===== src/rtl/mem_ctrl_pkg.sv =====
// Shared types and constants for the byte-serial memory controller.
// Imported by the arbiter and the top-level sequencer.
package mem_ctrl_pkg;

   typedef enum logic [2:0] {
      S_IDLE,
      S_READ,
      S_WRITE,
      S_IO_WAIT,
      S_DONE
   } state_e;

   typedef enum logic {
      REQ_IF  = 1'b0,
      REQ_MEM = 1'b1
   } req_e;

   localparam logic [2:0] LEN_BYTE = 3'd1;
   localparam logic [2:0] LEN_HALF = 3'd2;
   localparam logic [2:0] LEN_WORD = 3'd4;

   localparam int         IO_SEL_HI_DEF  = 17;
   localparam logic [1:0] IO_SEL_VAL_DEF = 2'b11;

   // Anything other than a byte or half transfer runs as a word.
   function automatic logic [2:0] len_norm(
      input logic [2:0] len
   );
      if (len == LEN_BYTE || len == LEN_HALF)
         return len;
      return LEN_WORD;
   endfunction

endpackage


===== src/rtl/mem_ctrl_arb.sv =====
// Request arbiter: MEM beats IF, fields latched on take_i.
// Ports: MEM/IF request fields in; pick_* describe the winner now, *_o hold the latched request.
module mem_ctrl_arb
   import mem_ctrl_pkg::*;
#(
   parameter int         ADDR_W     = 32,
   parameter int         IO_SEL_HI  = IO_SEL_HI_DEF,
   parameter logic [1:0] IO_SEL_VAL = IO_SEL_VAL_DEF
) (
   input  logic              clk_i,
   input  logic              rst_ni,
   input  logic              take_i,
   input  logic              mem_get_i,
   input  logic              mem_wr_i,
   input  logic [ADDR_W-1:0] mem_address_i,
   input  logic [31:0]       mem_data_i,
   input  logic [2:0]        mem_len_i,
   input  logic              if_get_i,
   input  logic [ADDR_W-1:0] if_address_i,
   output logic              any_o,
   output logic              pick_wr_o,
   output logic              pick_io_o,
   output req_e              req_o,
   output logic [ADDR_W-1:0] addr_o,
   output logic [3:0][7:0]   data_o,
   output logic [2:0]        len_o
);

   logic              sel_mem;
   logic [ADDR_W-1:0] pick_addr;

   req_e              req_q, req_d;
   logic [ADDR_W-1:0] addr_q, addr_d;
   logic [3:0][7:0]   data_q, data_d;
   logic [2:0]        len_q, len_d;

   always_comb begin
      sel_mem   = mem_get_i;
      pick_addr = sel_mem ? mem_address_i
                          : if_address_i;
      any_o     = mem_get_i | if_get_i;
      pick_wr_o = sel_mem & mem_wr_i;
      pick_io_o = pick_addr[IO_SEL_HI -: 2]
                  == IO_SEL_VAL;
   end

   always_comb begin
      req_d  = req_q;
      addr_d = addr_q;
      data_d = data_q;
      len_d  = len_q;
      if (take_i) begin
         req_d  = sel_mem ? REQ_MEM : REQ_IF;
         addr_d = pick_addr;
         data_d = sel_mem ? mem_data_i : '0;
         len_d  = sel_mem ? len_norm(mem_len_i)
                          : LEN_WORD;
      end
   end

   always_ff @(posedge clk_i) begin
      if (!rst_ni) begin
         req_q  <= REQ_IF;
         addr_q <= '0;
         data_q <= '0;
         len_q  <= '0;
      end else begin
         req_q  <= req_d;
         addr_q <= addr_d;
         data_q <= data_d;
         len_q  <= len_d;
      end
   end

   assign req_o  = req_q;
   assign addr_o = addr_q;
   assign data_o = data_q;
   assign len_o  = len_q;

endmodule


===== src/rtl/mem_ctrl.sv =====
// Byte-serial memory controller: serialises MEM/IF requests onto an 8-bit RAM/IO bus.
// Ports: clk/rst/rdy, MEM and IF request/done pairs, ram_* byte bus, io_buffer_full.
module mem_ctrl
   import mem_ctrl_pkg::*;
#(
   parameter int         ADDR_W     = 32,
   parameter int         IO_SEL_HI  = IO_SEL_HI_DEF,
   parameter logic [1:0] IO_SEL_VAL = IO_SEL_VAL_DEF
) (
   input  logic              clk_in,
   input  logic              rst_in,
   input  logic              rdy_in,
   input  logic              mem_get,
   input  logic              mem_wr,
   input  logic [ADDR_W-1:0] mem_address,
   input  logic [31:0]       mem_data,
   input  logic [2:0]        mem_len,
   output logic              mem_done,
   output logic [31:0]       mem_out,
   input  logic              if_get,
   input  logic [ADDR_W-1:0] if_address,
   output logic              if_done,
   output logic [31:0]       if_out,
   input  logic [7:0]        ram_din,
   output logic [7:0]        ram_dout,
   output logic [ADDR_W-1:0] ram_a,
   output logic              ram_wr,
   input  logic              io_buffer_full
);

   state_e            state_q;
   logic [2:0]        k_q;
   logic              cap_q;
   logic [3:0][7:0]   buf_q;

   logic              any;
   logic              pick_wr;
   logic              pick_io;
   logic              take;
   req_e              req;
   logic [ADDR_W-1:0] addr;
   logic [3:0][7:0]   data;
   logic [2:0]        len;

   assign take = (state_q == S_IDLE)
                 && rdy_in && any;

   mem_ctrl_arb #(
      .ADDR_W     (ADDR_W),
      .IO_SEL_HI  (IO_SEL_HI),
      .IO_SEL_VAL (IO_SEL_VAL)
   ) u_arb (
      .clk_i         (clk_in),
      .rst_ni        (rst_in),
      .take_i        (take),
      .mem_get_i     (mem_get),
      .mem_wr_i      (mem_wr),
      .mem_address_i (mem_address),
      .mem_data_i    (mem_data),
      .mem_len_i     (mem_len),
      .if_get_i      (if_get),
      .if_address_i  (if_address),
      .any_o         (any),
      .pick_wr_o     (pick_wr),
      .pick_io_o     (pick_io),
      .req_o         (req),
      .addr_o        (addr),
      .data_o        (data),
      .len_o         (len)
   );

   // k_q: index of the next byte to put on the bus.
   // cap_q: ram_din this cycle carries byte k_q-1.
   always_ff @(posedge clk_in) begin
      if (!rst_in) begin
         state_q <= S_IDLE;
         k_q     <= '0;
         cap_q   <= 1'b0;
         buf_q   <= '0;
      end else if (rdy_in) begin
         unique case (state_q)
            S_IDLE: begin
               if (any) begin
                  k_q   <= '0;
                  cap_q <= 1'b0;
                  buf_q <= '0;
                  if (!pick_wr)
                     state_q <= S_READ;
                  else if (pick_io && io_buffer_full)
                     state_q <= S_IO_WAIT;
                  else
                     state_q <= S_WRITE;
               end
            end
            S_IO_WAIT: begin
               if (!io_buffer_full)
                  state_q <= S_WRITE;
            end
            S_WRITE: begin
               k_q <= k_q + 3'd1;
               if (k_q == len - 3'd1)
                  state_q <= S_DONE;
            end
            S_READ: begin
               if (cap_q) begin
                  buf_q[2'(k_q - 3'd1)] <= ram_din;
                  if (k_q == len)
                     state_q <= S_DONE;
               end
               cap_q <= (k_q != len);
               if (k_q != len)
                  k_q <= k_q + 3'd1;
            end
            S_DONE: state_q <= S_IDLE;
            default: state_q <= S_IDLE;
         endcase
      end else if (state_q == S_READ && cap_q) begin
         // Returning byte is lost; step back so it is re-fetched.
         k_q   <= k_q - 3'd1;
         cap_q <= 1'b0;
      end
   end

   always_comb begin
      ram_wr   = 1'b0;
      ram_a    = '0;
      ram_dout = '0;
      mem_done = 1'b0;
      mem_out  = '0;
      if_done  = 1'b0;
      if_out   = '0;
      unique case (1'b1)
         state_q == S_WRITE: begin
            ram_a    = addr + ADDR_W'(k_q);
            ram_dout = data[k_q[1:0]];
            ram_wr   = rdy_in;
         end
         state_q == S_READ: begin
            if (k_q != len)
               ram_a = addr + ADDR_W'(k_q);
         end
         state_q == S_DONE: begin
            if (rdy_in && req == REQ_MEM) begin
               mem_done = 1'b1;
               mem_out  = buf_q;
            end
            if (rdy_in && req == REQ_IF) begin
               if_done = 1'b1;
               if_out  = buf_q;
            end
         end
         default: ;
      endcase
   end

endmodule


===== config.mk =====
export PLATFORM = sky130hd
export DESIGN_NAME = mem_ctrl
export DESIGN_NICKNAME = d
export VERILOG_FILES = /design/src/rtl/mem_ctrl_pkg.sv /design/src/rtl/mem_ctrl_arb.sv /design/src/rtl/mem_ctrl.sv
export SDC_FILE = /design/constraint.sdc
export NUM_CORES = 1
export LEC_CHECK = 0
export CORE_ASPECT_RATIO = 0.9
export CORE_UTILIZATION = 45
export CTS_BUF_LIST = sky130_fd_sc_hd__clkbuf_4 sky130_fd_sc_hd__clkbuf_8 sky130_fd_sc_hd__clkbuf_16
export DETAILED_ROUTE_END_ITERATION = 8
export GPL_ROUTABILITY_DRIVEN = 0
export PLACE_DENSITY = 0.78
export SLEW_MARGIN = 20
export SYNTH_ARGS = -nofsm -noshare
export SYNTH_HDL_FRONTEND = slang
export SYNTH_SLANG_ARGS = --single-unit

===== constraint.sdc =====
create_clock -name clk_in -period 3.8 [get_ports clk_in]
set_input_delay 1.14 -clock clk_in [delete_from_list [all_inputs] [get_ports clk_in]]
set_output_delay 1.14 -clock clk_in [all_outputs]
set_load 0.05 [all_outputs]

==> results of run 1 <==
area by class of cell:
cell class	instances	area, um^2
clock inverter	3	23.8
inverter	16	60.1
fill	956	3560
clock buffer	13	262
antenna	1	2.50
sequential	107	2140
timing repair buffer	237	3280
multi-input combinational	529	3820
tap	168	210
kinds of logic after synthesis:
| kind of cell | after synthesis |
|---|---|
| AND/OR/NAND/NOR | 307 |
| AO/OA/AOI/OAI | 137 |
| flip-flops | 107 |
| buffers and inverters | 68 |
| multiplexers | 42 |
| XOR/XNOR | 34 |
| adder cells (fa/ha/maj) | 9 |
sequential cells by signal, indices dropped and copies added, names as in the netlist:
| name | cells |
|---|---|
| buf_q | 32 |
| u_arb.addr_o | 32 |
| u_arb.data_o | 32 |
| k_q | 3 |
| state_q | 3 |
| u_arb.len_o | 3 |
| cap_q | 1 |
| u_arb.req_o | 1 |
worst max-delay path: stages, from the launching register on:
cell      delay, ns
dfxtp_2        0.36
ha_4           0.14
inv_2          0.03
fa_2           0.34
nand2b_4       0.16
a2111o_1       0.48
or3_1          0.42
a21oi_2        0.18
buf_12         0.15
worst min-delay path by stage:
stage,start,endpoint,slack [ns],cells past startpoint
final,u_arb.data_o[16],u_arb.data_o[16],0.52,2
after global routing,u_arb.data_o[13],u_arb.data_o[13],0.55,2
after CTS,u_arb.data_o[24],u_arb.data_o[24],0.53,2
after detailed placement,u_arb.data_o[30],u_arb.data_o[30],0.51,2
after global placement,u_arb.addr_o[0],u_arb.addr_o[0],0.50,1
after floorplan,u_arb.addr_o[0],u_arb.addr_o[0],0.48,1
power by group through the flow:
stage / clock network, mW / registers (mW) / logic (mW)
global placement: 0 / 1.33 / 0.975
floorplan: 0 / 1.32 / 0.620
detailed placement: 0 / 1.34 / 1.01
finish: 0.889 / 1.32 / 1.02
global route: 0.953 / 1.33 / 1.10
CTS: 0.904 / 1.32 / 1.02
per-layer routing:
| layer | global-route usage | vias up | share of wire |
|---|---|---|---|
| li1 | - | 2876 | - |
| met1 | 0.309 | 2831 | 0.41 |
| met2 | 0.459 | 239 | 0.50 |
| met3 | 0.0440 | 28 | 0.064 |
| met4 | 0.0967 | 0 | 0.021 |
| met5 | 0 | - | 0 |
synthesized netlist by cell type (7+ instances only):
library cell and instances:
dfxtp_1 107, and2_1 74, nor2b_1 71, a22oi_1 66, nand2_1 51, nor2_1 40, clkbuf_1 33, mux2i_1 33
o211a_1 31, xnor2_1 22, inv_1 16, and3_1 12, nand3_1 12, xor2_1 11, buf_2 10, nor4_1 10
nor3_1 9, buf_1 8, ha_1 8, mux4_2 8, a21oi_1 7, nand4_1 7, o21ai_0 7
metrics by stage:
stage / setup slack, ns / hold slack (ns) / cells / power, mW
3_3_place_gp: 0.174 / 0.497 / 1056 / 2.31
6_report: 0.0413 / 0.524 / 1074 / 3.23
3_5_place_dp: 0.157 / 0.507 / 1056 / 2.35
4_1_cts: 0.0273 / 0.528 / 1073 / 3.24
5_1_grt: -0.0844 / 0.547 / 1074 / 3.38
2_1_floorplan: 0.00862 / 0.476 / 704 / 1.94
cell usage in the layout, fill, tap and decap left out, types with 3 or more instances in the layout:
cell and n:
and2_1 74, nor3_1 5, xnor2_1 22, nand2_1 51, nand4_1 7, ha_1 6
a22oi_1 66, inv_1 15, clkdlybuf4s50_1 119, clkbuf_16 9, nor2_2 4, o211ai_1 3
mux4_2 8, a211oi_1 3, buf_12 96, and3_1 12, o211a_1 31, a21oi_1 6
nor2_1 35, nand3_1 12, and4_1 3, o21ai_1 4, nor2b_1 71, xor2_1 11
mux2i_1 33, clkbuf_4 3, nor3_2 5, nor4_1 8, o21ai_0 7, dfxtp_1 105
or3_1 3, buf_4 19, nand2b_1 3
what timing repair did:
item,in CTS,in global routing
setup buffers,1,0
pin swaps,4,1
gates resized for setup,9,7
hold buffers,0,0
endpoints found under the setup margin,7,11
==> impl_metrics.env, run 1 <==
export IMPL_post_dp_hpwl_um=13800
export IMPL_grt_pass1_wl_um=29200
export IMPL_drc=34
export IMPL_critPathArrivalTime_ns=2.62
export IMPL_endpoint="ram_a[18]"
export IMPL_fp_dieH_um=113
export IMPL_min_path_type="flop to flop"
export IMPL_cap_violations=0
export IMPL_timing_rr_end="u_arb.data_o[4]"
export IMPL_cp_start_kind="flop"
export IMPL_num_nets_final=1023
export IMPL_syn_cell_area_um2=6150
export IMPL_routed_via_density=5.56
export IMPL_clk_latency_ns=0.34
export IMPL_synth_enable_flop_cells=0
export IMPL_yosys_area_top_type_share=0.348
export IMPL_synth_seq_cells=107
export IMPL_die_x_um=125
export IMPL_grt_pass1_vias=5883
export IMPL_synth_simple_gate_area_share=0.276
export IMPL_rsz0062_at_grt="true"
export IMPL_max_freq_ghz=0.266
export IMPL_vias=5974
export IMPL_yosys_most_used_dff="dfxtp_1"
export IMPL_numCtsBuffers=9
export IMPL_critical_path_class="flop to output port"
export IMPL_clkPwrFrac=0.276
export IMPL_fin_crit_sh=0.989
export IMPL_htreeDepth=3
export IMPL_crit_path_end_kind="output port"
export IMPL_p_seq_frac=0.409
export IMPL_root_buffer="clkbuf_16"
export IMPL_synth_mux_area_frac=0.0849
export IMPL_worst_endpoint_required_ns=2.66
export IMPL_p_leak_nw=3.89
export IMPL_yosys_warnings=0
export IMPL_ys_types=54
export IMPL_drt_pass1_iterations=9
export IMPL_die_area_um2=14100
export IMPL_cts_tree="built"
export IMPL_drt_iter0_drc=514
export IMPL_r2r_start="state_q[1]"
export IMPL_ios=221
export IMPL_core_um2=13400
export IMPL_setup_viol=0
export IMPL_synth_adder_area_share=0.0195
export IMPL_power_per_cell_area_nw_per_um2=329
export IMPL_wl_per_cell_um=17.1
export IMPL_period_minus_slack_ns=3.76
export IMPL_failed_checks="DRC"
export IMPL_status="finished with violations"
export IMPL_grt_max_degree=69
export IMPL_synth_area_leaders="dfxtp_1 (35%), a22oi_1 (8.1%), and2_1 (7.5%)"
export IMPL_finalSetupTns_ns=0
export IMPL_synth_compound_area_share=0.175
export IMPL_synth_xor_area_frac=0.0509
export IMPL_drive_above_1_share=0.188
export IMPL_clk_pin_slew_worst_paths_ns=0.07
export IMPL_synth_fp_nets=827
export IMPL_fin_area_um2=9800
export IMPL_synth_yosys_seq_area_share=0.348
export IMPL_startpoint="k_q[0]"
export IMPL_overflow=0
export IMPL_pwr_share_comb=0.315
export IMPL_power_switching_mw=1.05
export IMPL_post_dp_cell_area_um2=9440
export IMPL_ant_nets=0
export IMPL_initial_core_util=0.460
export IMPL_rows=40
export IMPL_vdd_drop_max_mv=0.284
export IMPL_switching_share=0.327
export IMPL_rr_worst_depth=5
export IMPL_cts_sinks=107
export IMPL_internal_power_mw=2.17
export IMPL_worstMarginPinSlew_ns=0.704
export IMPL_final_core_util=0.733
export IMPL_critPathMaxFanout=6
export IMPL_async_flop_share=0
export IMPL_synth_avg_cell_area_um2=8.73
export IMPL_finalHoldViolCount=0
export IMPL_relSlewSlack=0.530
export IMPL_area_growth_pct=59.4
export IMPL_slew_viol_final=0
export IMPL_r2r_slack_ns=1.67
export IMPL_cts_buffer_depth=2
export IMPL_io_buffers=220
export IMPL_wirelength_um=18300
export IMPL_finalClockSkew_ns=0.00570
export IMPL_netlist_instances=704
export IMPL_synth_top_family_by_area="simple AND/OR/NAND/NOR gates"
export IMPL_yosys_area_top_type="dfxtp_1"
export IMPL_grt_util_all_layers=0.257
export IMPL_antenna_found_initial=1
Power figures use the tool's default switching activity.
==> run 2: changes to the inputs <==
--- a/config.mk
+++ b/config.mk
@@ -9,7 +9,7 @@
 export CORE_UTILIZATION = 45
 export CTS_BUF_LIST = sky130_fd_sc_hd__clkbuf_4 sky130_fd_sc_hd__clkbuf_8 sky130_fd_sc_hd__clkbuf_16
 export DETAILED_ROUTE_END_ITERATION = 8
-export GPL_ROUTABILITY_DRIVEN = 0
+export GPL_ROUTABILITY_DRIVEN = 1
 export PLACE_DENSITY = 0.78
 export SLEW_MARGIN = 20
 export SYNTH_ARGS = -nofsm -noshare
==> impl_metrics.env, run 2 (synthesized netlist as in run 1, its figures left out) <==
export IMPL_drive_above_1_share=0.194
export IMPL_grt_util_all_layers=0.258
export IMPL_wirelength_um=18700
export IMPL_critPathMaxFanout=4
export IMPL_slew_viol_final=0
export IMPL_drt_iter0_drc=473
export IMPL_wl_per_cell_um=17.4
export IMPL_total_power_mw=3.27
export IMPL_post_dp_cell_area_um2=9440
export IMPL_clk_latency_ns=0.35
export IMPL_ctsHoldBuffers=0
export IMPL_root_buffer="clkbuf_16"
export IMPL_vdd_drop_max_mv=0.297
export IMPL_cp_slowest_stage_delay_ns=0.47
export IMPL_drc=36
export IMPL_fp_dieH_um=113
export IMPL_final_core_util=0.737
export IMPL_vias=6049
export IMPL_fin_crit_sh=1.00
export IMPL_clk_pin_slew_worst_paths_ns=0.07
export IMPL_critPathArrivalTime_ns=2.66
export IMPL_relSlewSlack=0.436
export IMPL_ant_nets=0
export IMPL_finalSetupTns_ns=0
export IMPL_setup_viol=0
export IMPL_crit_path_end_kind="output port"
export IMPL_final_common_cell="clkdlybuf4s50_1"
export IMPL_place_gp_congestion=0.856
export IMPL_place_ws_ns=0.155
export IMPL_whs_ns=0.521
export IMPL_finalClockSkew_ns=0.00654
export IMPL_slowest_stage="nor4_1"
export IMPL_num_nets_final=1025
export IMPL_worst_endpoint_required_ns=2.66
export IMPL_fillers=951
export IMPL_post_dp_hpwl_um=13900
export IMPL_failed_checks="DRC"
export IMPL_cts_sinks=107
export IMPL_fin_area_um2=9840
export IMPL_p_leak_nw=3.90
export IMPL_ios=221
export IMPL_worstMarginPinSlew_ns=0.845
export IMPL_critical_path_class="flop to output port"
export IMPL_initial_core_util=0.460
export IMPL_fin_cells=1075
export IMPL_io_buffers=220
export IMPL_period_minus_slack_ns=3.80
export IMPL_power_per_cell_area_nw_per_um2=332
export IMPL_cts_tree="built"
export IMPL_rows=40
export IMPL_overflow=0
export IMPL_finalHoldViolCount=0
export IMPL_die_area_um2=14100
export IMPL_drt_pass1_iterations=9
export IMPL_cts_buffer_depth=2
export IMPL_cp_cell_sequence="ha_4 -> inv_1 -> fa_2 -> nand2b_4 -> a21o_1 -> nor4_1 -> xnor2_1 -> nor2_1 -> buf_12"
export IMPL_status="finished with violations"
export IMPL_grt_max_degree=65
export IMPL_max_freq_ghz=0.263
export IMPL_final_cell_mix="clkdlybuf4s50_1 (119), dfxtp_1 (105), buf_12 (96)"
export IMPL_core_um2=13400
export IMPL_grt_pass1_wl_um=29100
export IMPL_antenna_found_initial=1
export IMPL_routed_via_density=5.63
export IMPL_min_path_type="flop to flop"
export IMPL_die_x_um=125
export IMPL_fin_ws_ns=0.00130
export IMPL_area_growth_pct=60.1
export IMPL_grt_pass1_vias=5751
export IMPL_cap_violations=0
export IMPL_cp_start_kind="flop"
export IMPL_numCtsBuffers=9
export IMPL_dp_cells=1056
export IMPL_htreeDepth=3
[run 2: power breakdown]
| group | internal, mW | switching, mW | total, mW |
|---|---|---|---|
| sequential | 1.22 | 0.120 | 1.34 |
| combinational | 0.469 | 0.543 | 1.01 |
| clock | 0.512 | 0.406 | 0.919 |
| total | 2.20 | 1.07 | 3.27 |
[run 2: critical path, delay by kind of cell, from the launching register on]
family / cells / cell delay [ns]
flops: 1 / 0.36
fa+ha+maj: 2 / 0.47
compound gates: 1 / 0.23
buf+inv: 2 / 0.23
simple gates: 3 / 0.87
xor+xnor: 1 / 0.16
[run 2: timing repair]
item / CTS / global route
endpoints found under the setup margin: 8 / 14
pin swaps: 3 / 4
setup buffers: 1 / 2
gates resized for setup: 4 / 17
[run 2: layout make-up]
cell class / instances / area [um^2] / share of cell area
timing repair buffer: 239 / 3290 / 0.334
antenna: 1 / 2.50 / 0.000254
multi-input combinational: 529 / 3850 / 0.391
clock inverter: 5 / 55.1 / 0.00559
inverter: 16 / 60.1 / 0.00610
sequential: 107 / 2150 / 0.218
tap: 168 / 210 / 0.0214
clock buffer: 10 / 233 / 0.0236
[run 2: layer usage]
layer  global-route usage  vias to the layer above  routed length [um]
met4               0.0894                        0                 348
met1                0.308                     2929                7640
met3               0.0444                       26                1020
li1                     -                     2874                   -
met2                0.469                      220                9710
met5                    0                        -                   0
[run 2: path summary, 6_finish.rpt]
check | startpoint | slack (ns) | cells past startpoint | to
setup / recovery | u_arb.addr_o[0] | 0.001 | 9 | ram_a[24]
hold / removal | u_arb.data_o[16] | 0.52 | 2 | u_arb.data_o[16]
setup reg to reg | state_q[1] | 1.54 | 4 | u_arb.data_o[15]
hold reg to reg | u_arb.data_o[16] | 0.52 | 2 | u_arb.data_o[16]
